## config.mk

```make
export PLATFORM = sky130hd
export DESIGN_NAME = bitbrick_slice_sequencer
export DESIGN_NICKNAME = d
export VERILOG_FILES = /design/src/rtl/bitbrick_pkg.sv /design/src/rtl/bitbrick.sv /design/src/rtl/bitbrick_slice_sequencer.sv
export SDC_FILE = /design/constraint.sdc
export NUM_CORES = 1
export LEC_CHECK = 0
export CORE_ASPECT_RATIO = 1.1
export CORE_MARGIN = 8
export CORE_UTILIZATION = 25
export DETAILED_ROUTE_END_ITERATION = 12
export SLEW_MARGIN = 0
export SYNTH_ARGS = -nofsm -noshare
export SYNTH_HDL_FRONTEND = slang
export SYNTH_SLANG_ARGS = --single-unit
```

## constraint.sdc

```tcl
create_clock -name clk -period 8.4 [get_ports clk]
set_input_delay 1.68 -clock clk [delete_from_list [all_inputs] [get_ports clk]]
set_output_delay 1.68 -clock clk [all_outputs]
set_load 0.05 [all_outputs]
```

## src/rtl/bitbrick_pkg.sv

```systemverilog
// Shared types and constants for the bitbrick slice sequencer.
package bitbrick_pkg;

    localparam int unsigned SLICE_W = 2;
    localparam int unsigned OP_W    = 8;
    localparam int unsigned PROD_W  = 16;
    localparam int unsigned PP_W    = 6;

    localparam logic [1:0] PREC_2 = 2'b00;
    localparam logic [1:0] PREC_4 = 2'b01;
    localparam logic [1:0] PREC_8 = 2'b10;

    typedef enum logic [1:0] {
        ST_IDLE = 2'd0,
        ST_BUSY = 2'd1,
        ST_DONE = 2'd2
    } state_e;

    // Index of the last 2-bit slice at a given precision (code 11 acts as 8-bit).
    function automatic logic [1:0] last_idx(input logic [1:0] prec);
        case (prec)
            PREC_2:  last_idx = 2'd0;
            PREC_4:  last_idx = 2'd1;
            default: last_idx = 2'd3;
        endcase
    endfunction

    function automatic logic [OP_W-1:0] prec_mask(input logic [1:0] prec);
        case (prec)
            PREC_2:  prec_mask = 8'h03;
            PREC_4:  prec_mask = 8'h0F;
            default: prec_mask = 8'hFF;
        endcase
    endfunction

endpackage

```

## src/rtl/bitbrick.sv

```systemverilog
// Combinational 2x2 bitbrick: each slice is signed or unsigned per its flag; 6-bit signed product.
module bitbrick
    import bitbrick_pkg::*;
(
    input  logic [SLICE_W-1:0] x_i,
    input  logic [SLICE_W-1:0] y_i,
    input  logic               sx_i,
    input  logic               sy_i,
    output logic [PP_W-1:0]    pp_o
);

    logic signed [PP_W-1:0] x_ext;
    logic signed [PP_W-1:0] y_ext;

    assign x_ext = {{(PP_W-SLICE_W){sx_i & x_i[SLICE_W-1]}}, x_i};
    assign y_ext = {{(PP_W-SLICE_W){sy_i & y_i[SLICE_W-1]}}, y_i};
    assign pp_o  = x_ext * y_ext;

endmodule

```

## src/rtl/bitbrick_slice_sequencer.sv

```systemverilog
// Issues 2-bit slice pairs into one bitbrick and shift-adds the partial products.
// Optional BB_SEQ_ZERO_SKIP_EN: zero operands bypass BUSY and finish with p = 0.
module bitbrick_slice_sequencer
    import bitbrick_pkg::*;
(
    input  logic              clk,
    input  logic              reset,
    input  logic              in_valid,
    output logic              in_ready,
    input  logic [OP_W-1:0]   x,
    input  logic [OP_W-1:0]   y,
    input  logic              sign_x,
    input  logic              sign_y,
    input  logic [1:0]        prec_x,
    input  logic [1:0]        prec_y,
    output logic              out_valid,
    input  logic              out_ready,
    output logic [PROD_W-1:0] p
);

    state_e            state_q;
    logic              in_ready_q;
    logic              out_valid_q;
    logic [OP_W-1:0]   x_q;
    logic [OP_W-1:0]   y_q;
    logic              sx_q;
    logic              sy_q;
    logic [1:0]        jlast_q;
    logic [1:0]        ilast_q;
    logic [1:0]        i_q;
    logic [1:0]        j_q;
    logic [PROD_W-1:0] acc_q;

    logic [OP_W-1:0]    x_m;
    logic [OP_W-1:0]    y_m;
    logic [SLICE_W-1:0] x_slice;
    logic [SLICE_W-1:0] y_slice;
    logic               bb_sx;
    logic               bb_sy;
    logic [PP_W-1:0]    pp;
    logic [PROD_W-1:0]  pp_ext;
    logic [3:0]         shamt;
    logic [PROD_W-1:0]  acc_d;

    assign x_m = x & prec_mask(prec_x);
    assign y_m = y & prec_mask(prec_y);

    // Slice mux; sign only applies to the most significant slice of a signed operand.
    assign x_slice = x_q[{j_q, 1'b0} +: SLICE_W];
    assign y_slice = y_q[{i_q, 1'b0} +: SLICE_W];
    assign bb_sx   = sx_q & (j_q == jlast_q);
    assign bb_sy   = sy_q & (i_q == ilast_q);

    bitbrick u_bitbrick (
        .x_i  (x_slice),
        .y_i  (y_slice),
        .sx_i (bb_sx),
        .sy_i (bb_sy),
        .pp_o (pp)
    );

    assign pp_ext = {{(PROD_W-PP_W){pp[PP_W-1]}}, pp};
    assign shamt  = {3'({1'b0, i_q} + {1'b0, j_q}), 1'b0};
    assign acc_d  = acc_q + (pp_ext << shamt);

    always_ff @(posedge clk) begin
        if (reset) begin
            state_q     <= ST_IDLE;
            in_ready_q  <= 1'b1;
            out_valid_q <= 1'b0;
            x_q         <= '0;
            y_q         <= '0;
            sx_q        <= 1'b0;
            sy_q        <= 1'b0;
            jlast_q     <= '0;
            ilast_q     <= '0;
            i_q         <= '0;
            j_q         <= '0;
            acc_q       <= '0;
        end else begin
            case (state_q)
                ST_IDLE: begin
                    if (in_valid && in_ready_q) begin
                        x_q        <= x_m;
                        y_q        <= y_m;
                        sx_q       <= sign_x;
                        sy_q       <= sign_y;
                        jlast_q    <= last_idx(prec_x);
                        ilast_q    <= last_idx(prec_y);
                        i_q        <= '0;
                        j_q        <= '0;
                        acc_q      <= '0;
                        in_ready_q <= 1'b0;
`ifdef BB_SEQ_ZERO_SKIP_EN
                        if (x_m == '0 || y_m == '0) begin
                            state_q     <= ST_DONE;
                            out_valid_q <= 1'b1;
                        end else begin
                            state_q <= ST_BUSY;
                        end
`else
                        state_q <= ST_BUSY;
`endif
                    end
                end
                ST_BUSY: begin
                    acc_q <= acc_d;
                    if (j_q == jlast_q) begin
                        j_q <= '0;
                        if (i_q == ilast_q) begin
                            i_q         <= '0;
                            state_q     <= ST_DONE;
                            out_valid_q <= 1'b1;
                        end else begin
                            i_q <= 2'(i_q + 2'd1);
                        end
                    end else begin
                        j_q <= 2'(j_q + 2'd1);
                    end
                end
                ST_DONE: begin
                    if (out_ready) begin
                        state_q     <= ST_IDLE;
                        out_valid_q <= 1'b0;
                        in_ready_q  <= 1'b1;
                    end
                end
                default: begin
                    state_q     <= ST_IDLE;
                    in_ready_q  <= 1'b1;
                    out_valid_q <= 1'b0;
                end
            endcase
        end
    end

    assign in_ready  = in_ready_q;
    assign out_valid = out_valid_q;
    assign p         = acc_q;

endmodule

```

# Word level (Yosys, flattened, before mapping)
# Cells that the tools add are included.
# op_classes
bitwise	8
n_mux	24
mul	1
n_reduce_logical	11
n_shift	3
eq_ne	10
addsub	4
# op_table
cell	n
$pmux W16 S2	1
$pmux W8 S2	2
$add A16 B16 Y16	1
$and A8 B8 Y8	2
$mux W16	1
$mux W2	8
$pmux W2 S2	4
$shiftx A8 B4 Y2	2
$shl A16 B4 Y16	1
$ne A2 B2 Y1 const B	4
$reduce_and A4 Y1	2
$eq A2 B1 Y1 const B	3
$logic_not A2 Y1	3
$mul A3 B3 Y6	1
$pmux W1 S3	2
$pmux W2 S3	1
$reduce_and A3 Y1	2
$mux W1	5
$add A2 B1 Y2 const B	2
$and A1 B1 Y1	4
$eq A2 B2 Y1	2
$reduce_and A2 Y1	2
$add A2 B2 Y3	1
$eq A2 B2 Y1 const B	1
other kinds (3)	4
# totals
input_bits	26
out_inout_bits	18
reg_bits	46
wordCells	73

# Depth between registers and ports, before layout
# Gate-level depths: netlist (run 1).
# logic_depth
word_depth	7
depth_mapped	24
mapped_depth_nobuf	23

# By module
# From an unflattened synthesis (run 1), not the netlist that was laid out.
# hier_totals
cells_unflattened	402
area_unflattened_um2	3194.3
# modules_own_cells
mod	area_per_inst_um2	seq_area_each_um2	cells_per_inst	n_inst
bitbrick_slice_sequencer	2934.1	920.9	372	1
bitbrick	260.2	0.0	30	1

# Worst setup path after synthesis (run 1)
# No wires, ideal clock.
# synth_timing
path_type	reg-to-reg
from	register i_q[0]
to	register acc_q[14], in the netlist p[14]
arrival_ns	5.341
n_path_buf	1
setup_time_ns	0.117
period_less_slack_ns	5.458
path_stages_with_launch	24
required_time_ns	8.283
slack_ns	2.942
cell_sequence	dfxtp_1 clkbuf_1 mux4_2 and2_1 nand3_1 inv_1 fa_1 ha_1 ha_1 fa_1 xnor2_1 xnor2_1 nor2_1 a21oi_1 o22a_1 nor2_1 ha_1 o21a_1 and4_4 a2111oi_4 o21bai_2 o41ai_2 xnor2_1 a22o_1
# synth_via
elab_chain_cells	7
elab_cells_between_ends	9
classes_between	2 x add/sub; 1 x mul; 1 x eq/ne; 2 x shift; 1 x mux; 2 x bitwise
# synth_rtl
item	line_no	text
start: declaration	bitbrick_slice_sequencer.sv:30	logic [1:0] i_q;
start signal: assignment	bitbrick_slice_sequencer.sv:115	i_q <= 2'(i_q + 2'd1);
branches (longest 4 deep; another with $mul A3 B3 Y6)	-	
$shl A16 B4 Y16 (*)	bitbrick_slice_sequencer.sv:64	assign acc_d = acc_q + (pp_ext << shamt);
$add A16 B16 Y16 (*)	bitbrick_slice_sequencer.sv:64	
$pmux W16 S2 (*)	bitbrick_slice_sequencer.sv:81	case (state_q)
end signal: assignment	bitbrick_slice_sequencer.sv:79	acc_q <= '0;
end signal: assignment	bitbrick_slice_sequencer.sv:92	acc_q <= '0;
end signal: assignment	bitbrick_slice_sequencer.sv:107	acc_q <= acc_d;
end: declaration	bitbrick_slice_sequencer.sv:32	logic [PROD_W-1:0] acc_q;
# Mark *: on every way between the ends.
# A chain may end at the register's enable or synchronous reset.

# Final worst setup path (run 1)
# Ends and elaborated chain as after synthesis.

==> flow_metrics.tcl, run 1 <==
set metrics [dict create \
    num-nets-final 446 \
    pwr-share-clk 0.340 \
    synth_seq_cells 46 \
    synth_nets 417 \
    antenna_found_initial 0 \
    io_pins 44 \
    synth.yosys.warnings 0 \
    ir_worst_vdd_mv 0.0790 \
    power_density_nw_per_um2 154 \
    final_cell_mix "46 x a21oi_1, 46 x dfxtp_1, 43 x clkdlybuf4s50_1, 40 x nand2_1, 28 x nor2_1" \
    grt_pass1_vias 2653 \
    reg2reg_slack_ns 2.58 \
    slowest_stage "mux4_2" \
    internal_power_mw 0.393 \
    cp-end-kind "register" \
    cp.arrival_ns 6.00 \
    clkLatencyLatePin_ns 0.29 \
    placedCellCount 540 \
    worstSetupPathType "register to register" \
    viasPerCell 4.94 \
    syn_area_per_cell_um2 8.35 \
    insertedDiodeCount 0 \
    post_route_cells_drive_above_1_share 0.0685 \
    syn_inst 364 \
    routed_wl_mm 7.59 \
    dieArea_um2 15900 \
    postLayoutCoreUtil 0.313 \
    finalNonFillerCells 548 \
    tightest_slew_ns 1.07 \
    hp-class "register to register" \
    core-area_um2 11900 \
    cts_buffers 5 \
    root_buffer "clkbuf_16" \
    report.final.slew_viol_count 0 \
    fmax_mhz 172 \
    pwr-share-seq 0.428 \
    cts_buffer_depth 2 \
    maxCapViolations 0 \
    h-tree-depth 2 \
    combPwrFrac 0.233 \
    grt_pass1_wl_mm 12.8 \
    cts_setup_buffers 0 \
    hpwlAfterDp_mm 5.82 \
    syn-cell-area_um2 3040 \
    cp_max_fo 8 \
    num_rows 42 \
    slew_headroom 0.281 \
    swShare 0.315 \
    route.detailed.drc 0 \
    via_count 2706 \
    ant_nets 0 \
    ys.flop_type "dfxtp_1" \
    async_flop_share 0 \
    dieHeight_um 132 \
    cts_resized 0 \
    fin_skew_ns 0.00786 \
    grt_max_degree 40 \
    die_w_um 121 \
    min_period_over_period 0.693 \
    start_kind "register" \
    syn2layout_area_growth_pct 22.7 \
    rsz0062_at_grt "no" \
    tns_ns 0 \
    synth_cell_types 51 \
    synth_edf_count 0 \
    n_fill_cell 1266 \
    finalSetupViolCount 0 \
    cp.required_ns 8.58 \
    clkTransAtPathRegs_ns 0.07 \
    grt_overflow 0 \
    cts_hold_buffers 0 \
    cts_tree "done" \
    routedWlPerCell_um 13.8 \
    path_cells "mux4_2 -> and2_1 -> nand3_1 -> inv_1 -> fa_1 -> ha_1 -> ha_1 -> fa_1 -> xnor2_1 -> xnor2_1 -> nor2_1 -> a21oi_1 -> o22a_1 -> nor2_1 -> ha_1 -> o21a_1 -> and4_4 -> a2111oi_4 -> o21bai_2 -> o41ai_2 -> xnor2_1 -> a22o_1" \
    drt_pass1_iterations 4 \
    min_period_ns 5.82 \
    clock-sinks 46 \
    p_sw_mw 0.181 \
    gp_congestion 0.847 \
    ys_seq_area_frac 0.303 \
    drt_iter0_markers 83 \
    hold_viol 0 \
    total_power_mw 0.574 \
    initial_core_util 0.255 \
    cpPeakStageDelay_ns 0.58 \
    grtUsageTotal 0.0958 \
    numPortBuffers 43 \
    status "finished, final reports clean" \
    p_leak_nw 1.50 \
]
final timing paths:
kind,from,endpoint,cells after the start
max,i_q[0],p[14],22
min,x_q[4],x_q[4],2
max reg2reg,i_q[0],p[14],22
min reg2reg,x_q[4],x_q[4],2
state kept, by name (all words and copies together) (netlist names):
signal / flops
ilast_q: 2
in_ready: 1
y_q: 8
jlast_q: 2
sy_q: 1
x_q: 8
out_valid: 1
state_q: 2
sx_q: 1
p: 16
j_q: 2
i_q: 2
stage by stage:
step | setup WS (ns) | hold WS [ns] | instance area (um^2)
detailed placement | 2.57 | 0.447 | 3580
global route | 2.20 | 0.477 | 3730
floorplan | 2.94 | 0.429 | 3040
CTS | 2.56 | 0.456 | 3730
finish | 2.58 | 0.453 | 3730
global placement | 2.81 | 0.445 | 3580
cell usage after synthesis (2+ instances only):
library cell,n,share of area
a21oi_1,46,0.076
dfxtp_1,46,0.30
nand2_1,40,0.049
nor2_1,28,0.035
clkbuf_1,21,0.026
ha_1,21,0.086
nand3_1,17,0.028
nor3_1,13,0.021
xnor2_1,12,0.035
inv_1,11,0.014
o21ai_0,10,0.016
a31oi_1,9,0.019
a22o_1,8,0.023
xor2_1,8,0.023
a21o_1,6,0.015
fa_1,6,0.040
a211oi_1,4,0.0099
and2_1,4,0.0082
mux4_2,4,0.030
o211ai_1,4,0.0099
o21bai_1,4,0.0099
o21a_1,3,0.0074
a211oi_2,2,0.0082
buf_4,2,0.0049
mux2i_1,2,0.0066
nand2b_1,2,0.0041
nor2b_1,2,0.0041
nor4b_1,2,0.0058
o21ai_1,2,0.0033
o221ai_1,2,0.0058
o22ai_1,2,0.0041
or2_2,2,0.0041
cell families after synthesis:
group / share of synthesized area
xor gates and xnor gates: 0.0576
buffers and inverters: 0.0445
adders and majority gates: 0.126
and+or+nand+nor: 0.178
DFF: 0.303
muxes: 0.0399
AOI/OAI and AO/OA: 0.251
power by group through the flow:
| stage | logic, mW | registers (mW) | clock network (mW) |
|---|---|---|---|
| 5_1_grt | 0.148 | 0.248 | 0.215 |
| 2_1_floorplan | 0.0889 | 0.254 | 0 |
| 6_report | 0.134 | 0.246 | 0.195 |
| 3_3_place_gp | 0.132 | 0.250 | 0 |
| 4_1_cts | 0.134 | 0.246 | 0.203 |
| 3_5_place_dp | 0.134 | 0.251 | 0 |
per-layer routing:
| layer | up-vias | routed length [um] | track usage |
|---|---|---|---|
| met3 | 4 | 326 | 0.0223 |
| met5 | - | 0 | 0 |
| li1 | 1370 | - | - |
| met1 | 1269 | 3680 | 0.124 |
| met2 | 63 | 3550 | 0.157 |
| met4 | 0 | 29 | 0.0202 |
worst max-delay path, delay by kind of cell, from the launching register on:
kind | cells | cell delay [ns]
adders and majority gates | 5 | 1.72
muxes | 1 | 0.58
AOI/OAI and AO/OA | 7 | 1.39
DFF | 1 | 0.51
xor gates and xnor gates | 3 | 0.66
and+or+nand+nor | 5 | 0.72
buffers and inverters | 1 | 0.10
area by class of cell:
| type | instances | area (um^2) | area share |
|---|---|---|---|
| Sequential cell | 46 | 921 | 0.247 |
| Clock buffer | 5 | 125 | 0.0335 |
| Clock inverter | 3 | 21.3 | 0.00570 |
| Timing Repair Buffer | 45 | 445 | 0.119 |
| Inverter | 11 | 41.3 | 0.0111 |
| Multi-Input combinational cell | 284 | 1980 | 0.532 |
| Tap cell | 154 | 193 | 0.0517 |
(Power assumes the default switching activity.)
==> run 2: changes to the inputs <==
clock period = 5.4 ns   (was 8.4 ns; I/O delays follow)
==> run 2 against run 1 <==
Effect of this change: sequential cell count unchanged; fmax increased by 13%; global-route usage increased by 0.36 points; clock-buffer cell count unchanged; die area unchanged; wire length increased by 3.2%; clock skew decreased by 0.0014 ns; via count increased by 3.1%; worst setup slack got worse by 2.4 ns; critical path type unchanged; critical endpoint unchanged.
==> flow_metrics.tcl, run 2 (synthesis results as in run 1) <==
set metrics [dict create \
    die_w_um 121 \
    routed_wl_mm 7.83 \
    fin_area_um2 3940 \
    num_rows 42 \
    clkTransAtPathRegs_ns 0.07 \
    status "finished, final reports clean" \
    cp.required_ns 5.58 \
    fin_skew_ns 0.00647 \
    cp_max_fo 4 \
    grt_max_degree 32 \
    cts_buffer_depth 2 \
    viasPerCell 4.94 \
    dieArea_um2 15900 \
    fmax_mhz 193 \
    hp-class "register to register" \
    cts_hold_buffers 0 \
    postLayoutCoreUtil 0.330 \
    numPortBuffers 43 \
    cpPeakStageDelay_ns 0.54 \
    antenna_found_initial 0 \
    cts_tree "done" \
    drt_pass1_iterations 6 \
    placed_area_um2 3670 \
    multi_input_area_um2 2050 \
    min_period_ns 5.17 \
    n_fill_cell 1259 \
    layout_commonest_cell "a21oi_1" \
    hpwlAfterDp_mm 6.03 \
    final_cell_mix "44 x a21oi_1, 43 x dfxtp_1, 43 x clkdlybuf4s50_1, 40 x nand2_1, 25 x nor2_1" \
    maxCapViolations 0 \
    clkLatencyLatePin_ns 0.29 \
    cp-end-kind "register" \
    grt_pass1_vias 2738 \
    num-nets-final 463 \
    routedWlPerCell_um 13.9 \
    cts_buffers 5 \
    start_kind "register" \
    seq_area_um2 927 \
    root_buffer "clkbuf_16" \
    route.detailed.drc 0 \
    initial_core_util 0.255 \
    grt_pass1_wl_mm 13.2 \
    gp_congestion 0.846 \
    tns_ns 0 \
    placedCellCount 550 \
    report.final.slew_viol_count 0 \
    power_density_nw_per_um2 235 \
    dieHeight_um 132 \
    hold_viol 0 \
    via_count 2791 \
    slowest_stage "mux4_2" \
    ir_worst_vdd_mv 0.169 \
    timing.hold.ws_ns 0.454 \
    reg2regPathDepth 22 \
    slew_headroom 0.283 \
    core-area_um2 11900 \
    finalNonFillerCells 565 \
    total_power_mw 0.927 \
    min_period_over_period 0.958 \
    cp.arrival_ns 5.36 \
    h-tree-depth 2 \
    drt_iter0_markers 109 \
    io_pins 44 \
    p_leak_nw 1.59 \
    largest_reg_flops 16 \
    syn2layout_area_growth_pct 29.6 \
    post_route_cells_drive_above_1_share 0.163 \
    grt_overflow 0 \
    finalSetupViolCount 0 \
    insertedDiodeCount 0 \
    ant_nets 0 \
    path_cells "mux4_2 -> and2_4 -> nand3_2 -> inv_2 -> fa_1 -> ha_1 -> ha_2 -> fa_2 -> xnor2_2 -> xnor2_2 -> nand2_1 -> o211a_1 -> a21oi_2 -> nor2_1 -> ha_1 -> a211oi_2 -> nor2_2 -> a2111oi_4 -> o21bai_2 -> o41ai_2 -> xnor2_1 -> a22o_1" \
    place_ws_ns -0.0668 \
    clock-sinks 46 \
    min_path_cells 2 \
    tightest_slew_ns 1.07 \
    setup_ws_ns 0.229 \
    worstSetupPathType "register to register" \
    grtUsageTotal 0.0995 \
]
run 2: cell count changes in the layout (fill, tap and decap cells not counted), sizes merged:
cell      change
clkinvlp      -1
clkinv        -2
buf          +17
inv           +3
run 2: final cells by class:
type                       instances  share of cell area
clock inverter                     3             0.00667
tap                              154              0.0489
inverter                          11              0.0105
timing repair buffer              62               0.145
clock buffer                       5              0.0318
multi-input combinational        284               0.521
sequential                        46               0.235
run 2: what timing repair did:
item	4_1_cts	5_1_grt
resized for setup	4	22
pin swaps	1	18
endpoints found under the setup margin	4	6
setup buffers	2	5
run 2: power by group:
group	switching, mW	internal [mW]
clock network	0.144	0.177
registers	0.0194	0.362
logic	0.135	0.0896
run 2: metal layers:
metal | vias to the layer above | part of all wire | global-route usage
met5 | - | 0 | 0
met4 | 0 | 0.020 | 0.0389
met3 | 14 | 0.057 | 0.0236
met2 | 76 | 0.47 | 0.160
met1 | 1300 | 0.46 | 0.124
li1 | 1401 | - | -
run 2: final timing paths:
check             endpoint  startpoint  slack, ns
hold reg to reg     x_q[2]      x_q[2]       0.45
setup reg to reg     p[14]      j_q[1]       0.23
setup / recovery     p[14]      j_q[1]       0.23
hold / removal      x_q[2]      x_q[2]       0.45
run 2: worst max-delay path, delay by kind of cell (launching register included):
kind | cells | cell delay [ns]
adder cells (fa/ha/maj) | 5 | 1.64
AO/OA/AOI/OAI | 7 | 1.47
multiplexers | 1 | 0.54
AND/OR/NAND/NOR | 5 | 0.52
XOR/XNOR | 3 | 0.49
flip-flops | 1 | 0.36
buffers and inverters | 1 | 0.04
